===== src/rtl/seq_det_pkg.sv =====
// Shared types and encodings for the seq_det_fsm symbol-stream sequence detector.
package seq_det_pkg;

  localparam int STATE_W = 2;

  // Encodings seen by the outside world on state_o.
  localparam logic [STATE_W-1:0] ENC_IDLE = 2'b00;
  localparam logic [STATE_W-1:0] ENC_FILL = 2'b01;
  localparam logic [STATE_W-1:0] ENC_HUNT = 2'b10;

  typedef enum logic [STATE_W-1:0] {
    ST_IDLE = ENC_IDLE,
    ST_FILL = ENC_FILL,
    ST_HUNT = ENC_HUNT
  } state_t;

  // Bits needed to hold the values 0..max_val.
  function automatic int unsigned count_width(input int unsigned max_val);
    return (max_val < 2) ? 1 : $clog2(max_val + 1);
  endfunction

endpackage


===== src/rtl/seq_window.sv =====
// Symbol shift window with saturating fill count; newest symbol in the top slot.
module seq_window
  import seq_det_pkg::*;
#(
  parameter int W     = 2,
  parameter int DEPTH = 3
) (
  input  logic                            clk,
  input  logic                            rst_b,
  input  logic                            shift,
  input  logic                            clear,
  input  logic [W-1:0]                    sym,
  output logic [DEPTH*W-1:0]              window_next,
  output logic [count_width(DEPTH)-1:0]   fill,
  output logic [count_width(DEPTH)-1:0]   fill_next
);

  localparam int                FILL_W    = count_width(DEPTH);
  localparam logic [FILL_W-1:0] FILL_FULL = FILL_W'(DEPTH);

  logic [DEPTH*W-1:0] window;
  logic [DEPTH*W-1:0] shifted;
  logic               unused_oldest;

  generate
    if (DEPTH == 1) begin : g_single
      assign shifted = sym;
    end else begin : g_multi
      assign shifted = {sym, window[DEPTH*W-1:W]};
    end
  endgenerate

  // The oldest slot only ever falls off the end of the window.
  assign unused_oldest = ^window[W-1:0];

  // NOTE: every signal written here gets a default first, so no path leaves it unassigned and no latch is inferred.
  always_comb begin
    window_next = window;
    fill_next   = fill;
    if (shift) begin
      window_next = shifted;
      fill_next   = (fill == FILL_FULL) ? fill : fill + 1'b1;
    end
  end

  // NOTE: the window is a small register bank, not a RAM, so it is safe and required to reset it.
  always_ff @(posedge clk or negedge rst_b) begin
    if (!rst_b) begin
      // NOTE: non-blocking assignments in clocked blocks keep every register sampling pre-edge values.
      window <= '0;
      fill   <= '0;
    end else if (clear) begin
      window <= '0;
      fill   <= '0;
    end else begin
      window <= window_next;
      fill   <= fill_next;
    end
  end

endmodule


===== src/rtl/seq_det_fsm.sv =====
// Parametrised sequence detector: IDLE/FILL/HUNT FSM, latched pattern, hit counter.
// Optional idle timeout is built only when SEQDET_TIMEOUT_EN is defined.
module seq_det_fsm
  import seq_det_pkg::*;
#(
  parameter int W       = 2,
  parameter int DEPTH   = 3,
  parameter int CNT_W   = 8,
  parameter int TIMEOUT = 16
) (
  input  logic                clk,
  input  logic                rst_b,
  input  logic                en,
  input  logic                clr,
  input  logic                ovl,
  input  logic                sym_vld,
  input  logic [W-1:0]        sym,
  input  logic [DEPTH*W-1:0]  pat,
  output logic                hit,
  output logic [CNT_W-1:0]    hit_cnt,
  output logic [STATE_W-1:0]  state_o,
  output logic                tmo
);

  localparam int                FILL_W    = count_width(DEPTH);
  localparam logic [FILL_W-1:0] FILL_FULL = FILL_W'(DEPTH);

  state_t             state;
  state_t             state_next;
  logic [DEPTH*W-1:0] pat_q;
  logic [DEPTH*W-1:0] window_next;
  logic [FILL_W-1:0]  fill;
  logic [FILL_W-1:0]  fill_next;
  logic               accept;
  logic               full_next;
  logic               match;
  logic               leave_idle;
  logic               win_clear;
  logic               timeout;

  assign accept     = en && sym_vld && !clr && (state != ST_IDLE);
  assign full_next  = (fill_next == FILL_FULL);
  assign match      = accept && full_next && (window_next == pat_q);
  assign leave_idle = en && (state == ST_IDLE);

  // Non-overlap restarts from an empty window so the next hit needs DEPTH fresh symbols.
  assign win_clear  = !en || clr || leave_idle || timeout || (match && !ovl);

  seq_window #(
    .W     (W),
    .DEPTH (DEPTH)
  ) u_window (
    .clk         (clk),
    .rst_b       (rst_b),
    .shift       (accept),
    .clear       (win_clear),
    .sym         (sym),
    .window_next (window_next),
    .fill        (fill),
    .fill_next   (fill_next)
  );

  always_comb begin
    state_next = state;
    if (!en) begin
      state_next = ST_IDLE;
    end else if (state == ST_IDLE) begin
      state_next = ST_FILL;
    end else if (clr || timeout) begin
      state_next = ST_FILL;
    end else if (accept) begin
      if (match && !ovl)   state_next = ST_FILL;
      else if (full_next)  state_next = ST_HUNT;
      else                 state_next = ST_FILL;
    end
  end

  always_ff @(posedge clk or negedge rst_b) begin
    if (!rst_b) begin
      state <= ST_IDLE;
      pat_q <= '0;
      hit   <= 1'b0;
      tmo   <= 1'b0;
    end else begin
      state <= state_next;
      hit   <= match;
      tmo   <= timeout;
      if (leave_idle) pat_q <= pat;
    end
  end

  // Saturates rather than wraps so a long run never reads as a small count.
  always_ff @(posedge clk or negedge rst_b) begin
    if (!rst_b) begin
      hit_cnt <= '0;
    end else if (clr) begin
      hit_cnt <= '0;
    end else if (match && (hit_cnt != '1)) begin
      hit_cnt <= hit_cnt + 1'b1;
    end
  end

  assign state_o = state;

`ifdef SEQDET_TIMEOUT_EN
  localparam int IDLE_W = count_width(TIMEOUT);

  logic [IDLE_W-1:0] idle_cnt;
  logic              counting;

  // Only a partly built window can go stale; an empty one has nothing to drop.
  assign counting = en && !clr && (state != ST_IDLE) && (fill != '0) && !accept;
  assign timeout  = counting && (idle_cnt == IDLE_W'(TIMEOUT - 1));

  always_ff @(posedge clk or negedge rst_b) begin
    if (!rst_b) begin
      idle_cnt <= '0;
    end else if (counting && !timeout) begin
      idle_cnt <= idle_cnt + 1'b1;
    end else begin
      idle_cnt <= '0;
    end
  end
`else
  logic unused_cfg;

  assign timeout    = 1'b0;
  assign unused_cfg = ^{TIMEOUT, fill};
`endif

endmodule


===== config.mk =====
export PLATFORM = sky130hd
export DESIGN_NAME = seq_det_fsm
export DESIGN_NICKNAME = d
export VERILOG_FILES = /design/src/rtl/seq_det_pkg.sv /design/src/rtl/seq_window.sv /design/src/rtl/seq_det_fsm.sv
export SDC_FILE = /design/constraint.sdc
export NUM_CORES = 1
export LEC_CHECK = 0
export CELL_PAD_IN_SITES_DETAIL_PLACEMENT = 1
export CELL_PAD_IN_SITES_GLOBAL_PLACEMENT = 1
export CORE_MARGIN = 3
export CORE_UTILIZATION = 38
export DETAILED_ROUTE_END_ITERATION = 7
export GPL_TIMING_DRIVEN = 0
export PLACE_DENSITY_LB_ADDON = 0.1
export SETUP_SLACK_MARGIN = 0.05
export SLEW_MARGIN = 20
export SYNTH_ARGS = -nofsm -noshare
export SYNTH_HDL_FRONTEND = slang
export SYNTH_SLANG_ARGS = --single-unit

===== constraint.sdc =====
create_clock -name clk -period 2.05 [get_ports clk]
set_input_delay 0.41 -clock clk [delete_from_list [all_inputs] [get_ports clk]]
set_output_delay 0.41 -clock clk [all_outputs]
set_load 0.02 [all_outputs]

==> summary.md <==
| Metric | Value |
|---|---|
| Outcome | `finished, final reports clean` |
| Area share of the largest cell type after synthesis | `49.1%` |
| Clock Pin Slew Worst Setup and Hold Paths | `0.13 ns` |
| Mapped Avg Cell Area | `10.7 sq um` |
| Mapped Cells | `109` |
| Min-delay worst type | `input pin to asynchronous set/reset pin` |
| Final min period | `1.87 ns` |
| Initial DRC count | `24` |
| Fmax | `535 MHz` |
| CTS buffer count | `3` |
| Number of global-route vias before repair | `903` |
| Critical Path RT | `2.29 ns` |
| Clk_lat worst skew | `0.30 ns` |
| Top post-synthesis cells by area | `dfrtp_1 (49%), mux2_2 (5.8%), a21oi_1 (4.3%)` |
| Crit Path Max Fanout | `10` |
| Synthesized area | `1170 sq um` |
| Synth unique cells | `35` |
| Routability congestion estimate | `0.761` |
| Setup repair after global routing missed its margin | `no` |
| Placed Cells | `163` |
| Routing usage on met1 | `21.9%` |
| First-pass GRT wire length | `4.35 mm` |
| CTS tree | `yes` |
| Post-CTS setup buffer count | `0` |
| Total number of vias | `909` |
| Max clock buf depth | `2` |
| Area delta synth->final | `26.5%` |
| CTS Root Cell | `clkbuf_4` |
| M2 GR Usage | `23.6%` |
| Initial Utilization | `41.1%` |
| GR Overflow Total | `0` |
| # DRC | `0` |
| First drt pass iteration count | `4` |
| Tcrit/Tclk final | `91.1%` |
| Crit. End Element | `register` |
| Worst Setup SP | `hit_cnt[0]` |
| Most frequent cells in the layout | `dfrtp_1 (23), clkdlybuf4s50_1 (20), nor2_1 (11)` |
| Synth area leader | `dfrtp_1` |
| Initial antenna violation count | `0` |
| Busiest layer in global routing | `met2` |
| Antenna diodes | `0` |
| Share of cells above drive strength 1 | `15.4%` |
| Post-DP Area | `1440 sq um` |
| Setup ws final | `0.182 ns` |
| Pwr Density | `544 nW/um^2` |
| Largest net degree at the start of global routing | `24` |
| Slew HR | `64.1%` |
| Die Span X | `61.5 um` |
| Post-Layout Cell Count | `167` |
| Crit Path Category | `register to register` |
| Commonest non-fill, non-tap cell in the layout | `dfrtp_1` |
| CP arrival | `2.11 ns` |
| Gr usage total | `15.3%` |
| Total Power | `0.806 mW` |
| Critical R2R Launch | `hit_cnt[0]` |
| Final Max Tran Viols | `0` |
| Startpoint types | `register` |
| Design area | `1480 sq um` |
| Max Cap Viol | `0` |
| Share of the yosys chip area belonging to registers | `49.1%` |
| Syn Nets | `124` |
| Peak VDD IR | `0.292 mV` |
| Final setup viols | `0` |
| Rows | `19` |
| Die area | `3780 sq um` |
| Met3 Use GR | `3.35%` |
| Clk_skew | `0.00340 ns` |
| Warnings, synthesis | `0` |
| Post-route ant nets | `0` |
| Synthesis-stage register bit count | `23` |
| Worst slew pin tran | `0.534 ns` |
| Place WS | `-0.302 ns` |
| PortBufs | `23` |
| Core area | `2850 sq um` |
| Chip Height | `61.5 um` |
| Util after Layout | `51.9%` |
| Setup tns final | `0 ns` |
| Routed WL per cell | `15.2 um` |
| Drt total wl | `2.55 mm` |
| CTS H-tree depth | `1` |
| Nets | `152` |
| Lkg Pwr | `0.609 nW` |
| Clock tree sinks | `23` |
| DPL Wire Length | `1.99 mm` |
| Via density | `5.44` |
| Final hold vios | `0` |
| WHS | `0.0547 ns` |
| I/O pins | `26` |
## worst max-delay path, stage by stage, from the launching register on
cell and delay, ns:
dfrtp_1 0.44, ha_1 0.24, nand3_1 0.10, nor2_1 0.07
and3_1 0.22, buf_2 0.18, or4_1 0.41, a21oi_1 0.15
## cell usage after synthesis (all sizes together)
cell and number:
nor3b 1, nand4 1, inv 3, or4 3, a21oi 10, or4b 1
xor2 5, and3 1, nand3b 2, xnor2 1, o21ai 3, nor2 12
conb 1, buf 4, o32ai 1, clkbuf 2, o41ai 1, a311oi 1
mux2i 4, ha 1, nand2 3, mux2 6, or3 2, o31ai 4
dfrtp 23, and2 2, nand2b 1, nor2b 2, nor3 2, nand3 4
a211oi 1, o41a 1
## where the power goes
group          switching [mW]  internal, mW
Sequential             0.0138         0.474
Combinational          0.0530        0.0584
Clock                   0.132        0.0757
Total                   0.199         0.608
## area by class of cell
type / instances / area (sq um)
clock buffers: 4 / 26.3
inverters: 3 / 11.3
well taps: 31 / 38.8
flip-flops and latches: 23 / 576
multi-input cells: 77 / 557
fillers: 326 / 1370
plain buffers: 6 / 46.3
repair buffers: 23 / 226
## what timing repair did
| item | 4_1_cts | 5_1_grt |
|---|---|---|
| endpoints found under the setup margin | 3 | 8 |
| hold buffers | 0 | 0 |
| gates cloned | 0 | 0 |
| resized for setup | 2 | 7 |
| pin swaps | 0 | 1 |
## final timing paths
path	end	slack (ns)	cells past startpoint
worst min-delay path	hit_cnt[2]	0.05	1
worst min register to register	pat_q[5]	0.54	1
min in group clk	hit_cnt[5]	0.29	2
worst max register to register	hit_cnt[2]	0.18	7
worst max-delay path	hit_cnt[2]	0.18	7
max in group asynchronous	pat_q[0]	1.65	1
## registers in the layout, indices dropped and copies added, names as in the netlist
signal           count
u_window.fill        2
pat_q                6
hit                  1
hit_cnt              8
u_window.window      4
state_o              2
## cell families (layout without fill, tap and decap cells)
kind of cell	after synthesis	count (layout)	synth area share, %
and+or+nand+nor	37	37	19.2
DFF	23	23	49.1
AOI/OAI and AO/OA	22	22	12.0
muxes	10	10	9.19
buffers and inverters	9	36	4.59
xor gates and xnor gates	6	6	4.49
adders and majority gates	1	1	1.07
other	1	1	0.320
## layer usage
metal / share of wire, % / up-vias
li1: - / 445
met1: 46 / 441
met2: 48 / 21
met3: 5.3 / 2
met4: 0.75 / 0
met5: 0 / -
Power figures use the tool's default switching activity.
